<file path="src/rtl/uart_byte_tx.sv">
// uart_byte_tx: byte-wide UART transmitter.
// A one-entry holding register sits in front of the bit shifter, so a new
// byte can wait while the current frame is still on the line. This lets
// frames go out back to back with no idle gap between them.
// Frame format: start bit, 8 data bits LSB first, optional parity bit,
// then 1 or 2 stop bits.
module uart_byte_tx #(
    parameter int CLK_FREQ  = 50000000,
    parameter int BAUD_RATE = 9600,
    parameter int PARITY    = 0,        // 0 none, 1 odd, 2 even
    parameter int STOP_BITS = 1         // 1 or 2
) (
    input  logic       clk_in,
    input  logic       rst_in,
    input  logic [7:0] tx_data,
    input  logic       tx_valid,
    output logic       tx_ready,
    output logic       tx_state,
    output logic       tx_done,
    output logic       rs232_tx
);

    // The bit period is a multiple of 16 clocks. This matches the bit time
    // that the 16x oversampling receiver assumes.
    localparam int          BIT_CLKS = 16 * ((CLK_FREQ / BAUD_RATE) >> 4);
    localparam logic [15:0] BIT_LAST = 16'(BIT_CLKS - 1);

    typedef enum logic [2:0] {
        ST_IDLE   = 3'd0,
        ST_START  = 3'd1,
        ST_DATA   = 3'd2,
        ST_PARITY = 3'd3,
        ST_STOP   = 3'd4
    } tx_state_t;

    tx_state_t   state_reg,     state_next;
    logic [15:0] baud_cnt_reg,  baud_cnt_next;
    logic [2:0]  bit_idx_reg,   bit_idx_next;
    logic        stop_cnt_reg,  stop_cnt_next;
    logic [7:0]  shift_reg,     shift_next;
    logic        parity_reg,    parity_next;
    logic [7:0]  hold_data_reg, hold_data_next;
    logic        hold_full_reg, hold_full_next;
    logic        tx_reg,        tx_next;
    logic        done_reg,      done_next;

    logic        bit_end;
    logic        stop_last;
    logic        accept;
    logic        hold_parity;

    // XOR chain over the held byte gives its even-parity bit. This value is
    // ready at the moment the byte moves into the shifter.
    logic [8:0]  par_chain;
    assign par_chain[0] = 1'b0;
    generate
        for (genvar gi = 0; gi < 8; gi++) begin : g_par_chain
            assign par_chain[gi + 1] = par_chain[gi] ^ hold_data_reg[gi];
        end
    endgenerate

    // Odd parity is the complement of the even-parity bit.
    assign hold_parity = (PARITY == 1) ? ~par_chain[8] : par_chain[8];

    assign bit_end   = (baud_cnt_reg == BIT_LAST);
    assign stop_last = (STOP_BITS == 2) ? stop_cnt_reg : 1'b1;
    assign accept    = tx_valid && !hold_full_reg;

    assign tx_ready  = !hold_full_reg;
    assign tx_state  = (state_reg != ST_IDLE);
    assign tx_done   = done_reg;
    assign rs232_tx  = tx_reg;

    // State, counter, shifter and holding-register update. Reset takes
    // priority over everything else, including a pending tx_valid.
    always_ff @(posedge clk_in) begin
        if (rst_in) begin
            state_reg     <= ST_IDLE;
            baud_cnt_reg  <= 16'd0;
            bit_idx_reg   <= 3'd0;
            stop_cnt_reg  <= 1'b0;
            shift_reg     <= 8'd0;
            parity_reg    <= 1'b0;
            hold_data_reg <= 8'd0;
            hold_full_reg <= 1'b0;
            tx_reg        <= 1'b1;
            done_reg      <= 1'b0;
        end else begin
            state_reg     <= state_next;
            baud_cnt_reg  <= baud_cnt_next;
            bit_idx_reg   <= bit_idx_next;
            stop_cnt_reg  <= stop_cnt_next;
            shift_reg     <= shift_next;
            parity_reg    <= parity_next;
            hold_data_reg <= hold_data_next;
            hold_full_reg <= hold_full_next;
            tx_reg        <= tx_next;
            done_reg      <= done_next;
        end
    end

    // Next-state logic: frame sequencing, baud counting and the handshake.
    always_comb begin
        state_next     = state_reg;
        baud_cnt_next  = baud_cnt_reg;
        bit_idx_next   = bit_idx_reg;
        stop_cnt_next  = stop_cnt_reg;
        shift_next     = shift_reg;
        parity_next    = parity_reg;
        hold_data_next = hold_data_reg;
        hold_full_next = hold_full_reg;
        tx_next        = tx_reg;
        done_next      = 1'b0;

        // Accept and load cannot happen on the same edge. Accept needs an
        // empty holding register, and load needs a full one.
        if (accept) begin
            hold_data_next = tx_data;
            hold_full_next = 1'b1;
        end

        // The baud counter wraps at the end of every bit and rests at 0
        // while the line is idle.
        if (state_reg == ST_IDLE) begin
            baud_cnt_next = 16'd0;
        end else if (bit_end) begin
            baud_cnt_next = 16'd0;
        end else begin
            baud_cnt_next = baud_cnt_reg + 16'd1;
        end

        case (state_reg)
            ST_IDLE: begin
                if (hold_full_reg) begin
                    state_next     = ST_START;
                    shift_next     = hold_data_reg;
                    parity_next    = hold_parity;
                    hold_full_next = 1'b0;
                    tx_next        = 1'b0;
                end
            end

            ST_START: begin
                if (bit_end) begin
                    state_next   = ST_DATA;
                    bit_idx_next = 3'd0;
                    tx_next      = shift_reg[0];
                end
            end

            ST_DATA: begin
                if (bit_end) begin
                    if (bit_idx_reg == 3'd7) begin
                        if (PARITY != 0) begin
                            state_next = ST_PARITY;
                            tx_next    = parity_reg;
                        end else begin
                            state_next    = ST_STOP;
                            stop_cnt_next = 1'b0;
                            tx_next       = 1'b1;
                        end
                    end else begin
                        bit_idx_next = bit_idx_reg + 3'd1;
                        tx_next      = shift_reg[bit_idx_reg + 3'd1];
                    end
                end
            end

            ST_PARITY: begin
                if (bit_end) begin
                    state_next    = ST_STOP;
                    stop_cnt_next = 1'b0;
                    tx_next       = 1'b1;
                end
            end

            ST_STOP: begin
                if (bit_end) begin
                    if (stop_last) begin
                        done_next = 1'b1;
                        // A held byte starts its frame on this same edge,
                        // so no idle gap appears between frames.
                        if (hold_full_reg) begin
                            state_next     = ST_START;
                            shift_next     = hold_data_reg;
                            parity_next    = hold_parity;
                            hold_full_next = 1'b0;
                            tx_next        = 1'b0;
                        end else begin
                            state_next = ST_IDLE;
                            tx_next    = 1'b1;
                        end
                    end else begin
                        stop_cnt_next = 1'b1;
                    end
                end
            end

            default: begin
                state_next = ST_IDLE;
                tx_next    = 1'b1;
            end
        endcase
    end

endmodule

</file>
<file path="config.mk">
export PLATFORM = sky130hd
export DESIGN_NAME = uart_byte_tx
export DESIGN_NICKNAME = d
export VERILOG_FILES = /design/src/rtl/uart_byte_tx.sv
export SDC_FILE = /design/constraint.sdc
export NUM_CORES = 1
export LEC_CHECK = 0
export BUFFER_PORTS_ARGS = -buffer_cell sky130_fd_sc_hd__clkbuf_2
export CORE_MARGIN = 5
export CORE_UTILIZATION = 40
export CTS_BUF_LIST = sky130_fd_sc_hd__clkbuf_2
export DETAILED_ROUTE_END_ITERATION = 12
export REMOVE_ABC_BUFFERS = 1
export SLEW_MARGIN = 20
export SYNTH_ARGS = -nofsm -noshare
export SYNTH_HDL_FRONTEND = slang
export SYNTH_SLANG_ARGS = --single-unit
</file>
<file path="constraint.sdc">
create_clock -name clk_in -period 1.8 [get_ports clk_in]
set_input_delay 0.27 -clock clk_in [delete_from_list [all_inputs] [get_ports clk_in]]
set_output_delay 0.27 -clock clk_in [all_outputs]
set_load 0.02 [all_outputs]
</file>
==> flow_results.xml <==
<?xml version="1.0" encoding="UTF-8"?>
<metrics>
  <group name="final_layout">
    <metric name="largest_register_ffs" unit="">16</metric>
    <metric name="drive_above_1_share" unit="%">24.9</metric>
    <metric name="final_stage_net_count" unit="">242</metric>
    <metric name="diodes" unit="">0</metric>
    <metric name="final_core_util" unit="%">49.4</metric>
    <metric name="layout-area-overhead-vs-synth" unit="%">19.8</metric>
    <metric name="layout_commonest_cell" unit="">sky130_fd_sc_hd__nor2_1</metric>
    <metric name="mostFrequentLayoutCells" unit="">42 x sky130_fd_sc_hd__nor2_1, 35 x sky130_fd_sc_hd__dfxtp_1, 23 x sky130_fd_sc_hd__mux2i_1, 19 x sky130_fd_sc_hd__clkbuf_2, 19 x sky130_fd_sc_hd__buf_4</metric>
  </group>
  <group name="route">
    <metric name="initialDrtViolationCount" unit="">72</metric>
    <metric name="post_drt_antenna_nets" unit="">0</metric>
    <metric name="drc_errors" unit="">0</metric>
    <metric name="route.vias.total" unit="">1391</metric>
    <metric name="wire_per_inst" unit="um">11.6</metric>
    <metric name="totalWireLength" unit="um">3260</metric>
    <metric name="drtPass1Iterations" unit="">4</metric>
    <metric name="detail_route.vias_per_cell" unit="">4.95</metric>
  </group>
  <group name="global_routing">
    <metric name="grt_overflow_total" unit="">0</metric>
    <metric name="grt_pass1_wl" unit="um">5750</metric>
    <metric name="grt_pass1_vias" unit="">1301</metric>
    <metric name="grt_max_degree" unit="">22</metric>
    <metric name="groute.usage.overall" unit="%">11.8</metric>
    <metric name="antenna_found_initial" unit="">0</metric>
  </group>
  <group name="floorplan">
    <metric name="floorplan.initialDensity" unit="%">41.2</metric>
    <metric name="floorplan.rows" unit="">24</metric>
    <metric name="die-area" unit="um2">5960</metric>
    <metric name="die_w" unit="um">77.2</metric>
    <metric name="floorplan.die.height" unit="um">77.2</metric>
    <metric name="core_area" unit="um2">4380</metric>
    <metric name="io_pins" unit="">15</metric>
  </group>
  <group name="clock_tree">
    <metric name="clk_path_buf_depth" unit="">2</metric>
    <metric name="clock_tree.root_cell" unit="">sky130_fd_sc_hd__clkbuf_2</metric>
    <metric name="cts-hold-fix-buffers" unit="">0</metric>
    <metric name="clk_pin_slew" unit="ns">0.21</metric>
    <metric name="numCtsBuffers" unit="">5</metric>
    <metric name="clock-sinks" unit="">41</metric>
    <metric name="clock_latency_at_the_later_pin_of_the_worst_skew_pair" unit="ns">0.39</metric>
    <metric name="cts_max_level" unit="">2</metric>
    <metric name="clock_tree_from_tritoncts" unit="">built</metric>
  </group>
  <group name="synth">
    <metric name="synth.lib_cells_used.distinct" unit="">31</metric>
    <metric name="netlist_instances" unit="">200</metric>
    <metric name="synth_area" unit="um2">1810</metric>
    <metric name="synth-seq-cells" unit="">41</metric>
    <metric name="synth-seq-area-share" unit="%">45.4</metric>
    <metric name="synthFlopType" unit="">sky130_fd_sc_hd__dfxtp_1</metric>
    <metric name="netlist.top_cell.by_area" unit="">sky130_fd_sc_hd__dfxtp_1</metric>
    <metric name="synth_enable_flop_cells" unit="">0</metric>
    <metric name="syn-mean-instance-area" unit="um2">9.04</metric>
    <metric name="async_reset_ff_share" unit="%">0</metric>
    <metric name="yosys_warnings" unit="">0</metric>
    <metric name="synth.top_cells.by_area" unit="">sky130_fd_sc_hd__dfxtp_1 45%, sky130_fd_sc_hd__mux2i_1 13%, sky130_fd_sc_hd__nor2_1 8.7%, sky130_fd_sc_hd__xor2_1 3.4%, sky130_fd_sc_hd__nor4b_2 2.5%</metric>
    <metric name="yosysTopAreaCellShare" unit="%">45.4</metric>
  </group>
  <group name="sta">
    <metric name="maxSlewHeadroom" unit="%">76.4</metric>
    <metric name="tightest_slew" unit="ns">0.353</metric>
    <metric name="clock.fmax" unit="MHz">574</metric>
    <metric name="finalHoldViolCount" unit="">0</metric>
    <metric name="finClkSkew" unit="ns">0.0206</metric>
    <metric name="grt_setup_unrepaired" unit="">yes</metric>
    <metric name="final-max-slew-violation-count" unit="">0</metric>
    <metric name="setup_violations" unit="">0</metric>
    <metric name="final.min_clock_period" unit="ns">1.74</metric>
    <metric name="post-route-period-util" unit="%">96.8</metric>
  </group>
  <group name="worst_setup_path">
    <metric name="r2r-end" unit="">rs232_tx</metric>
    <metric name="arrival" unit="ns">2.07</metric>
    <metric name="crit_path_end_kind" unit="">flip-flop</metric>
    <metric name="critPathCapture" unit="">rs232_tx</metric>
    <metric name="cpMaxStageDelayCell" unit="">sky130_fd_sc_hd__mux4_2</metric>
    <metric name="worstSetupPathType" unit="">flip-flop to flip-flop</metric>
    <metric name="cp_common_cell" unit="">sky130_fd_sc_hd__ha_4</metric>
    <metric name="worst_r2r_startpoint" unit="">bit_idx_reg[1]</metric>
    <metric name="start_kind" unit="">flip-flop</metric>
    <metric name="timing.critical_path.from" unit="">bit_idx_reg[1]</metric>
    <metric name="r2r_slack" unit="ns">0.06</metric>
    <metric name="worst_stage_delay_on_the_critical_path" unit="ns">0.48</metric>
    <metric name="worstPathCellList" unit="">ha_4, ha_4, mux2i_1, mux4_2, inv_2, o21ai_1, a31oi_1</metric>
    <metric name="crit_path_max_fanout" unit="">5</metric>
    <metric name="worst_r2r_path_depth" unit="">7</metric>
    <metric name="crit_required" unit="ns">2.13</metric>
  </group>
  <group name="placed_design">
    <metric name="io_buffers" unit="">14</metric>
    <metric name="detailed_place_hpwl" unit="um">2300</metric>
    <metric name="gpl.final_weighted_congestion" unit="">0.763</metric>
  </group>
  <group name="run_status">
    <metric name="run_status" unit="">completed</metric>
  </group>
  <group name="power">
    <metric name="design_power_total" unit="mW">1.70</metric>
    <metric name="max-vdd-ir-drop" unit="mV">0.411</metric>
    <metric name="p_leak" unit="nW">0.867</metric>
    <metric name="power_density" unit="nW/um2">783</metric>
  </group>
  <group name="min_path">
    <metric name="hold_path_depth" unit="">3</metric>
    <metric name="worstHoldPathType" unit="">primary input to flip-flop</metric>
  </group>
  <group name="flow_run">
    <metric name="cap_violations" unit="">0</metric>
  </group>
</metrics>
## cells in the mapped netlist, types with 2 or more instances
library cell               instances
sky130_fd_sc_hd__nor2_1           42
sky130_fd_sc_hd__dfxtp_1          41
sky130_fd_sc_hd__mux2i_1          23
sky130_fd_sc_hd__nand2_1          11
sky130_fd_sc_hd__a21oi_1           7
sky130_fd_sc_hd__clkbuf_1          7
sky130_fd_sc_hd__inv_1             7
sky130_fd_sc_hd__nor3_1            7
sky130_fd_sc_hd__xor2_1            7
sky130_fd_sc_hd__o21ai_0           6
sky130_fd_sc_hd__nand3_1           5
sky130_fd_sc_hd__xnor2_1           5
sky130_fd_sc_hd__nand4_1           4
sky130_fd_sc_hd__or3_1             4
sky130_fd_sc_hd__ha_1              3
sky130_fd_sc_hd__nor4b_2           3
sky130_fd_sc_hd__a31oi_1           2
sky130_fd_sc_hd__and3_1            2
sky130_fd_sc_hd__buf_2             2
## how the worst min path moves through the flow
stage	from	end	slack, ns
2_1_floorplan	rst_in	bit_idx_reg[1]	0.34
3_3_place_gp	baud_cnt_reg[0]	baud_cnt_reg[0]	0.43
3_5_place_dp	baud_cnt_reg[0]	baud_cnt_reg[0]	0.44
4_1_cts	tx_data[3]	hold_data_reg[3]	0.06
5_1_grt	tx_data[0]	hold_data_reg[0]	0.03
6_report	tx_data[1]	hold_data_reg[1]	0.09
## worst max-delay path: cells and delay by family (launching register included)
family	cells	cell delay, ns
adder cells (fa/ha/maj)	2	0.42
flip-flops	1	0.38
AO/OA/AOI/OAI	2	0.23
multiplexers	2	0.60
buffers and inverters	1	0.06
## logic make-up (layout without fill, tap and decap cells)
logic type,count (synthesis),count (layout),share of synthesized area [%]
and+or+nand+nor,84,84,23.0
AOI/OAI and AO/OA,17,17,5.19
muxes,24,24,14.0
buffers and inverters,19,48,4.57
xor gates and xnor gates,12,12,5.81
adders and majority gates,3,3,2.08
DFF,41,41,45.4
## power by group
group / switching, mW / internal, mW / total (mW) / leakage, nW
Clock: 0.297 / 0.230 / 0.527 / 0.0366
Combinational: 0.115 / 0.0927 / 0.208 / 0.494
Sequential: 0.0201 / 0.941 / 0.961 / 0.336
Total: 0.432 / 1.26 / 1.70 / 0.867
## through the flow
step | cell area (um2) | std cells | TNS [ns] | hold slack [ns] | setup WS (ns)
after floorplan | 1750 | 188 | 0 | 0.339 | 0.0104
after global placement | 2020 | 272 | -0.00648 | 0.434 | -0.00648
after detailed placement | 2020 | 272 | -0.0663 | 0.439 | -0.0663
after CTS | 2130 | 280 | 0 | 0.0621 | 0.0100
after global routing | 2170 | 281 | -0.00745 | 0.0305 | -0.00712
final | 2170 | 281 | 0 | 0.0913 | 0.0575
## cell type report
type | count | area (um2)
fillers | 420 | 2220
multi-input cells | 140 | 965
flip-flops and latches | 41 | 831
repair buffers | 33 | 213
well taps | 52 | 65.1
clock inverters | 3 | 41.3
inverters | 7 | 26.3
clock buffers | 5 | 25.0
## repair_timing
action	4_1_cts	5_1_grt
pin swaps	0	6
buffers inserted	0	1
setup endpoints to repair	2	7
cloned	0	0
gates resized for setup	7	12
## metal layers
layer | wire length (um) | share of wire (%) | up-vias | GRT usage [%]
met5 | 0 | 0 | - | 0
met4 | 64 | 2.0 | 0 | 5.50
met3 | 144 | 4.4 | 5 | 4.33
met2 | 1390 | 43 | 21 | 17.3
met1 | 1660 | 51 | 636 | 15.2
li1 | - | - | 729 | -
(Power assumes the default switching activity.)
